**config.mk**
```make
export PLATFORM = sky130hd
export DESIGN_NAME = mem_bus_ctrl
export DESIGN_NICKNAME = d
export VERILOG_FILES = /design/src/rtl/mem_bus_pkg.sv /design/src/rtl/mbc_watchdog.sv /design/src/rtl/mem_bus_ctrl.sv
export SDC_FILE = /design/constraint.sdc
export NUM_CORES = 1
export LEC_CHECK = 0
export CORE_AREA = 2 2 93 95
export DETAILED_ROUTE_END_ITERATION = 10
export DIE_AREA = 0 0 95 97
export PLACE_DENSITY = 0.49
export SYNTH_ARGS = -nofsm -noshare
export SYNTH_HDL_FRONTEND = slang
export SYNTH_HIERARCHICAL = 1
export SYNTH_SLANG_ARGS = --single-unit
```
**constraint.sdc**
```tcl
create_clock -name CLK -period 2.8 [get_ports CLK]
set_input_delay 0.42 -clock CLK [delete_from_list [all_inputs] [get_ports CLK]]
set_output_delay 0.42 -clock CLK [all_outputs]
set_load 0.1 [all_outputs]
```
**src/rtl/mem_bus_pkg.sv**
```systemverilog
// -----------------------------------------------------------------------------
// mem_bus_pkg
// Shared definitions for the memory bus controller: default bus widths,
// default watchdog limit, RAM read/write encoding and the controller state enum.
// -----------------------------------------------------------------------------
package mem_bus_pkg;

    localparam int MBC_ADDR_W_DEF  = 8;
    localparam int MBC_DATA_W_DEF  = 8;
    localparam int MBC_TIMEOUT_DEF = 15;

    // Encoding of the rnw line toward the RAM
    localparam logic RNW_READ  = 1'b1;
    localparam logic RNW_WRITE = 1'b0;

    typedef enum logic [2:0] {
        ST_IDLE    = 3'd0,
        ST_ASSERT  = 3'd1,
        ST_WAIT_HI = 3'd2,
        ST_RELEASE = 3'd3,
        ST_WAIT_LO = 3'd4,
        ST_DONE    = 3'd5
    } mbc_state_t;

endpackage

```
**src/rtl/mbc_watchdog.sv**
```systemverilog
// -----------------------------------------------------------------------------
// mbc_watchdog
// Saturating cycle counter that bounds how long the controller waits for the
// RAM handshake.
//
// Ports:
//   i_clk      clock, rising edge
//   i_rst_n    asynchronous active-low reset
//   i_clr      synchronous clear (wins over i_inc)
//   i_inc      count one cycle
//   o_expired  high in the cycle whose increment brings the count to TIMEOUT,
//              so the owner can leave its wait state on exactly the TIMEOUT-th
//              waiting cycle
// -----------------------------------------------------------------------------
module mbc_watchdog #(
    parameter int TIMEOUT = 15
) (
    input  logic i_clk,
    input  logic i_rst_n,
    input  logic i_clr,
    input  logic i_inc,
    output logic o_expired
);

    localparam int            CW       = $clog2(TIMEOUT + 1);
    localparam logic [CW-1:0] LIMIT    = CW'(TIMEOUT);
    localparam logic [CW-1:0] LIMIT_M1 = CW'(TIMEOUT - 1);

    logic [CW-1:0] r_count;

    always_ff @(posedge i_clk or negedge i_rst_n) begin
        if (!i_rst_n) begin
            r_count <= '0;
        end else if (i_clr) begin
            r_count <= '0;
        end else if (i_inc && (r_count != LIMIT)) begin
            // Saturate at TIMEOUT; the counter never wraps
            r_count <= r_count + 1'b1;
        end
    end

    // Compare the pre-increment value against TIMEOUT-1 so the check cannot
    // overflow when TIMEOUT equals the counter's maximum value.
    assign o_expired = i_inc && (r_count >= LIMIT_M1);

endmodule

```
**src/rtl/mem_bus_ctrl.sv**
```systemverilog
// -----------------------------------------------------------------------------
// mem_bus_ctrl
// Memory bus controller between the CPU control unit and a 256x8 RAM. Accepts
// one read/write request at a time, drives MAR/enable/rnw/bus toward the RAM,
// follows the MFC rise/fall handshake and returns a one-cycle done pulse with
// an error flag when the watchdog aborted the access.
//
// Ports:
//   CLK, RST_N          clock (rising edge), async active-low reset
//   req, req_rnw,       request strobe (sampled in IDLE only), 1=read 0=write,
//   req_addr, req_wdata   access address, write data
//   busy                high in every state except IDLE (decoded from state)
//   done, err           one-cycle completion pulse; err=1 marks a watchdog abort
//   rdata               last successfully read byte
//   MAR, enable, rnw,   address, access enable, direction and write data to RAM
//   bus
//   MBR, MFC            read data and function-complete from RAM
//   o_dbg_state         current FSM state, for observation only
//
// Handshake: a request is taken when req=1 is sampled in IDLE; anything
// presented while busy=1 is dropped. enable rises two edges after the accepting
// edge, falls one edge after MFC is seen high, and done follows once MFC is
// seen low again (or the watchdog gives up on either phase).
// -----------------------------------------------------------------------------
module mem_bus_ctrl
    import mem_bus_pkg::*;
#(
    parameter int ADDR_W  = MBC_ADDR_W_DEF,
    parameter int DATA_W  = MBC_DATA_W_DEF,
    parameter int TIMEOUT = MBC_TIMEOUT_DEF
) (
    input  logic              CLK,
    input  logic              RST_N,
    input  logic              req,
    input  logic              req_rnw,
    input  logic [ADDR_W-1:0] req_addr,
    input  logic [DATA_W-1:0] req_wdata,
    output logic              busy,
    output logic              done,
    output logic              err,
    output logic [DATA_W-1:0] rdata,
    output logic [ADDR_W-1:0] MAR,
    output logic              enable,
    output logic              rnw,
    output logic [DATA_W-1:0] bus,
    input  logic [DATA_W-1:0] MBR,
    input  logic              MFC,
    output mbc_state_t        o_dbg_state
);

    // Reset: asserts asynchronously, releases on a clock edge
    logic [1:0] r_rst_sync;
    logic       w_rst_n;

    always_ff @(posedge CLK or negedge RST_N) begin
        if (!RST_N) begin
            r_rst_sync <= 2'b00;
        end else begin
            r_rst_sync <= {r_rst_sync[0], 1'b1};
        end
    end

    assign w_rst_n = r_rst_sync[1];

    mbc_state_t        r_state;
    mbc_state_t        w_state_nxt;
    logic              w_wd_clr;
    logic              w_wd_inc;
    logic              w_wd_expired;

    logic [ADDR_W-1:0] r_mar;
    logic              r_rnw;
    logic [DATA_W-1:0] r_bus;
    logic              r_enable;
    logic              r_done;
    logic              r_err;
    logic              r_abort;
    logic [DATA_W-1:0] r_rd_hold;
    logic [DATA_W-1:0] r_rdata;

    mbc_watchdog #(
        .TIMEOUT (TIMEOUT)
    ) u_watchdog (
        .i_clk     (CLK),
        .i_rst_n   (w_rst_n),
        .i_clr     (w_wd_clr),
        .i_inc     (w_wd_inc),
        .o_expired (w_wd_expired)
    );

    // State register
    always_ff @(posedge CLK or negedge w_rst_n) begin
        if (!w_rst_n) begin
            r_state <= ST_IDLE;
        end else begin
            r_state <= w_state_nxt;
        end
    end

    // Next state and watchdog control
    always_comb begin
        w_state_nxt = r_state;
        w_wd_clr    = 1'b0;
        w_wd_inc    = 1'b0;
        case (r_state)
            ST_IDLE: begin
                w_wd_clr = 1'b1;
                if (req) begin
                    w_state_nxt = ST_ASSERT;
                end
            end
            ST_ASSERT: begin
                w_state_nxt = ST_WAIT_HI;
            end
            ST_WAIT_HI: begin
                w_wd_inc = 1'b1;
                // MFC wins over a coincident expiry
                if (MFC || w_wd_expired) begin
                    w_state_nxt = ST_RELEASE;
                end
            end
            ST_RELEASE: begin
                w_wd_clr    = 1'b1;
                w_state_nxt = ST_WAIT_LO;
            end
            ST_WAIT_LO: begin
                w_wd_inc = 1'b1;
                if (!MFC || w_wd_expired) begin
                    w_state_nxt = ST_DONE;
                end
            end
            ST_DONE: begin
                w_state_nxt = ST_IDLE;
            end
            default: begin
                w_state_nxt = ST_IDLE;
            end
        endcase
    end

    // Registered outputs and datapath. Outputs are registered decodes of the
    // state, so each lands one edge after the state that calls for it: the
    // ASSERT cycle lets MAR/rnw/bus settle before enable goes high.
    always_ff @(posedge CLK or negedge w_rst_n) begin
        if (!w_rst_n) begin
            r_mar     <= '0;
            r_rnw     <= RNW_READ;
            r_bus     <= '0;
            r_enable  <= 1'b0;
            r_done    <= 1'b0;
            r_err     <= 1'b0;
            r_abort   <= 1'b0;
            r_rd_hold <= '0;
            r_rdata   <= '0;
        end else begin
            r_enable <= (r_state == ST_WAIT_HI);
            r_done   <= (r_state == ST_DONE);
            r_err    <= (r_state == ST_DONE) && r_abort;

            case (r_state)
                ST_IDLE: begin
                    if (req) begin
                        r_mar   <= req_addr;
                        r_rnw   <= req_rnw;
                        r_bus   <= req_wdata;
                        r_abort <= 1'b0;
                    end
                end
                ST_WAIT_HI: begin
                    if (MFC) begin
                        if (r_rnw == RNW_READ) begin
                            r_rd_hold <= MBR;
                        end
                    end else if (w_wd_expired) begin
                        r_abort <= 1'b1;
                    end
                end
                ST_WAIT_LO: begin
                    if (MFC && w_wd_expired) begin
                        r_abort <= 1'b1;
                    end
                end
                ST_DONE: begin
                    // Read data is committed only once the whole handshake
                    // finished cleanly, so an aborted read never touches rdata.
                    if (!r_abort && (r_rnw == RNW_READ)) begin
                        r_rdata <= r_rd_hold;
                    end
                end
                default: begin
                end
            endcase
        end
    end

    assign busy        = (r_state != ST_IDLE);
    assign done        = r_done;
    assign err         = r_err;
    assign rdata       = r_rdata;
    assign MAR         = r_mar;
    assign enable      = r_enable;
    assign rnw         = r_rnw;
    assign bus         = r_bus;
    assign o_dbg_state = r_state;

endmodule

```
**After elaboration in Yosys (flattened, before gate mapping)**

Cells that the tools add are included.

- Bits in registers: 46
- Latch bits: 0
- RAM bits: 0
- ROM bits: 0
- Input port bits: 29
- Output and inout bits: 32
- Logic and storage cells: 59
- Memories kept: 0

- Add/subtract/negate cells: 1
- Multiply operators: 0
- Divide/modulo/power cells: 0
- Order comparisons: 1
- Equal/unequal tests: 12
- Shift-type cells: 0
- Multiplexer cells: 13
- Bitwise logic cells: 0
- Reduce and logical (&&, ||, !) cells: 20

Operator list:

| kind | number |
|---|---|
| $pmux W3 S5 | 1 |
| $ne A2 B2 Y1 const B | 6 |
| $mux W3 | 3 |
| $mux W4 | 2 |
| $eq A3 B2 Y1 const B | 2 |
| $eq A3 B3 Y1 const B | 2 |
| $mux W1 | 6 |
| $reduce_and A3 Y1 | 2 |
| $reduce_bool A3 Y1 | 2 |
| $logic_and A1 B1 Y1 | 5 |
| $reduce_and A5 Y1 | 1 |
| $add A4 B1 Y4 const B | 1 |
| $ge A4 B4 Y1 const B | 1 |
| $ne A4 B4 Y1 const B | 1 |
| $reduce_and A2 Y1 | 2 |
| $reduce_or A2 Y1 | 2 |
| $eq A3 B1 Y1 const B | 1 |
| $logic_not A3 Y1 | 1 |
| $pmux W1 S3 | 1 |
| $logic_not A1 Y1 | 2 |
| $logic_or A1 B1 Y1 | 2 |
| $reduce_bool A2 Y1 | 1 |

**Longest topological paths before layout**

- Depth in word-level cells: 7
- Gate-level depth with buffers: 7
- Gate-level depth less buffers: 6

**By module**

The synthesis kept the hierarchy.

Modules (own cells, without submodules):

| module | instances | cells an instance | area each (µm²) | seq. area each (µm²) |
|---|---|---|---|---|
| mem_bus_ctrl | 1 | 110 | 1762.9 | 1052.3 |
| mbc_watchdog | 1 | 23 | 256.5 | 100.1 |

**Worst setup path after synthesis**

OpenSTA, ideal clock, no wires.

- Kind: register to register
- Start point: register r_state[2] (netlist: o_dbg_state[2])
- End point: register r_state[0] (netlist: o_dbg_state[0])
- Library setup time: 0.125 ns
- Data arrival time: 2.386 ns
- Data required time: 2.675 ns
- Slack: 0.288 ns
- Stages on the path, launching flop included: 8
- Path buffers: 1
- Clock period less this slack: 2.512 ns
- Path through: dfrtp_1 buf_2 xnor2_1 nor2_1 o2111a_1 inv_1 a21o_1 a2111oi_0

- Longest elaborated chain between the ends: 7
- Elaborated cells on any way between the ends: 15
- Classes of those cells: eq/ne: 7; mux: 2; reduce/logical: 6

Ends and longest elaborated chain:

| what | line | source |
|---|---|---|
| start, declared | mem_bus_ctrl.sv:65 | `mbc_state_t r_state;` |
| start signal, assigned | mem_bus_ctrl.sv:96 | `r_state <= w_state_nxt;` |
| $eq A3 B2 Y1 or $eq A3 B3 Y1 (tied branches) | mem_bus_ctrl.sv:105 | `case (r_state)` |
| $reduce_or A2 Y1 (no line) * | -- |  |
| $mux W1 * | mem_bus_ctrl.sv:105 |  |
| named net w_wd_inc | mem_bus_ctrl.sv:68 | `logic w_wd_inc;` |
| $logic_and A1 B1 Y1 * | mbc_watchdog.sv:44 | `assign o_expired = i_inc && (r_count >= LIMIT_M1);` |
| named net w_wd_expired | mem_bus_ctrl.sv:69 | `logic w_wd_expired;` |
| $logic_or A1 B1 Y1, on equally long branches | mem_bus_ctrl.sv:128, mem_bus_ctrl.sv:118 |  |
| $ne A2 B2 Y1 (no line) | -- |  |
| $reduce_and A3 Y1 (no line) * | -- |  |

The timed path passes the listed nets; every way through them passes the cells marked *.
A chain may end at the register's enable or synchronous reset.

**Worst setup path after layout**

- Start point: register r_state[1] (netlist: o_dbg_state[1])
- End point: register r_state[0] (netlist: o_dbg_state[0])

The elaborated chain is that of the path after synthesis.

==> impl_metrics.json <==
{
  "cts_tree": "done",
  "chipHeight_um": 97,
  "startpoint_type": "register",
  "ys_seq_area_share_pct": 57.1,
  "cts_made_buffers": 5,
  "grt_max_degree": 45,
  "htree_levels": 2,
  "hold_viol_final": 0,
  "max_stage_delay_ps": 520,
  "ys.warnings.count": 6,
  "rsz0062_at_grt": "no",
  "critPathCaptureType": "register",
  "ys_ff_latch": 46,
  "viasPerCell": 4.13,
  "ys_top_cells_by_area": "dfrtp_1 (56%), mux2_4 (14%), mux2_2 (8.9%)",
  "grt.overflow.total": 0,
  "dr.pass1.iters": 4,
  "required_ps": 2970,
  "clk_pin_slew_worst_paths_ps": 90,
  "setup_viol": 0,
  "syn-mean-instance-area_sq_um": 15.2,
  "grt_pass1_wl_mm": 6.21,
  "ant_nets": 0,
  "slew_violations": 0,
  "worstMarginPinSlew_ps": 942,
  "clockBufferDepth": 2,
  "tns_ps": 0,
  "drt_iter0_drc": 37,
  "synth_most_common_cell": "dfrtp_1",
  "cts-root-buf": "clkbuf_8",
  "synth_edf_count": 0,
  "netlist.area_leader.share_pct": 55.8,
  "drive_above_1_share_pct": 42.9,
  "ys.flop_type": "dfrtp_1",
  "status": "finished, final reports clean",
  "drc": 0,
  "arrival_ps": 2200,
  "core_sq_um": 8130,
  "first_global_vias": 1229,
  "synth_cell_types": 40,
  "dieArea_sq_um": 9220,
  "syn-instance-count": 133,
  "timing.fmax_mhz": 493,
  "grt_antenna_before_repair": 0,
  "wl_mm": 3.90,
  "yosysTopAreaCell": "dfrtp_1",
  "max_cap_viol_count": 0,
  "path_max_fanout": 13,
  "dpl.hpwl_mm": 2.76,
  "clk_latency_ps": 300,
  "grtUsageTotal_pct": 8.79,
  "place.gp.congestion": 0.686,
  "rows": 33,
  "area_growth_pct": 34.1,
  "start_util_pct": 24.8,
  "finalCriticalPeriod_ps": 2030,
  "crit_slowest_cell": "dfrtp_1",
  "nets": 226,
  "criticalPathCategory": "register to register",
  "die_w_um": 95,
  "clkSinkCount": 46,
  "synth_fp_nets": 164,
  "worstPathCellList": "xnor2_1 -> nor2_1 -> o2111a_1 -> inv_1 -> a21o_1 -> a2111oi_0",
  "hold_class": "input pin to async pin",
  "cts_setup_buffers": 0,
  "ios": 61,
  "port_buffers": 60,
  "ctsResizeCount": 0,
  "ys_async_sr_fraction_pct": 100,
  "min_period_over_period_pct": 72.4,
  "worst_slew_margin_rel_pct": 37.2,
  "post_drt_wl_per_cell_um": 13.0,
  "synth_area_sq_um": 2020,
  "n_antenna_cell": 0,
  "holdBufCountCts": 0,
  "synthTopCellsByCount": "dfrtp_1 (45), mux2_4 (19), mux2_2 (16)",
  "vias": 1243,
  "clock_skew_ps": 6.71
}
-- worst max-delay path: cells and delay by family, from the launching register on --
kind	cells	cell delay, ps
buf+inv	1	60
simple gates	1	270
compound gates	3	860
flops	1	520
xor+xnor	1	190
-- logic make-up after synthesis --
kind of cell / synth area share [%]
simple gates: 9.11
mux: 23.0
compound gates: 4.34
buf+inv: 4.15
xor+xnor: 0.868
fa+ha+maj: 1.24
flops: 57.1
other cells: 0.186
-- per-stage QoR --
step                setup slack, ps  util (%)  area (sq um)  std cells  hold slack [ps]
CTS                             773      33.3          2710        301              268
detailed placement              803      32.2          2620        293              335
global route                    636      33.3          2710        301              263
finish                          773      33.3          2710        301              278
global placement                823      32.2          2620        293              333
floorplan                       288         -          2020        133              124
-- final timing paths --
path,to,from,depth (start not counted),slack (ps)
min in group CLK,r_rst_sync[1]$_DFF_PN0_,r_rst_sync[0]$_DFF_PN0_,0,350
max in group asynchronous,MAR[7]$_DFFE_PN0P_,r_rst_sync[1]$_DFF_PN0_,0,1790
min,r_rst_sync[1]$_DFF_PN0_,RST_N,1,280
max,o_dbg_state[0]$_DFFE_PN0P_,o_dbg_state[1]$_DFFE_PN0P_,6,770
min reg2reg,r_rst_sync[1]$_DFF_PN0_,r_rst_sync[0]$_DFF_PN0_,0,350
max reg2reg,o_dbg_state[0]$_DFFE_PN0P_,o_dbg_state[1]$_DFFE_PN0P_,6,770
-- area by class of cell --
cell class | count | area (sq um)
Sequential cell | 46 | 1150
Inverter | 6 | 22.5
Timing Repair Buffer | 61 | 528
Tap cell | 105 | 131
Multi-Input combinational cell | 75 | 783
Clock inverter | 3 | 21.3
Fill cell | 789 | 5430
Clock buffer | 5 | 68.8
-- sequential cells by signal, indices dropped and copies added (netlist names) --
register,count
done,1
MAR,8
r_rd_hold,8
rnw,1
r_abort,1
bus,8
enable,1
o_dbg_state,3
u_watchdog/r_count,4
err,1
r_rst_sync,2
rdata,8
-- layout by cell type, fill, tap and decap left out, types with 2 or more instances in the layout --
master and instances:
dfrtp_1 44, buf_4 33, clkdlybuf4s50_1 28, mux2_4 19, mux2_2 16, nor2_1 6, inv_1 5, clkbuf_8 5
nor3_1 3, nor2b_1 2, a21oi_1 2, ha_1 2
-- routing by layer --
layer | share of wire [%] | vias up | track usage (%)
met1 | 47 | 604 | 11.8
met2 | 44 | 46 | 13.1
met3 | 7.9 | 5 | 3.35
met5 | 0 | - | 0
li1 | - | 588 | -
met4 | 1.1 | 0 | 2.68
Power is left out: the tool's default activity adds up to more than one toggle a clock period on the data nets, which glitch-free logic cannot reach.
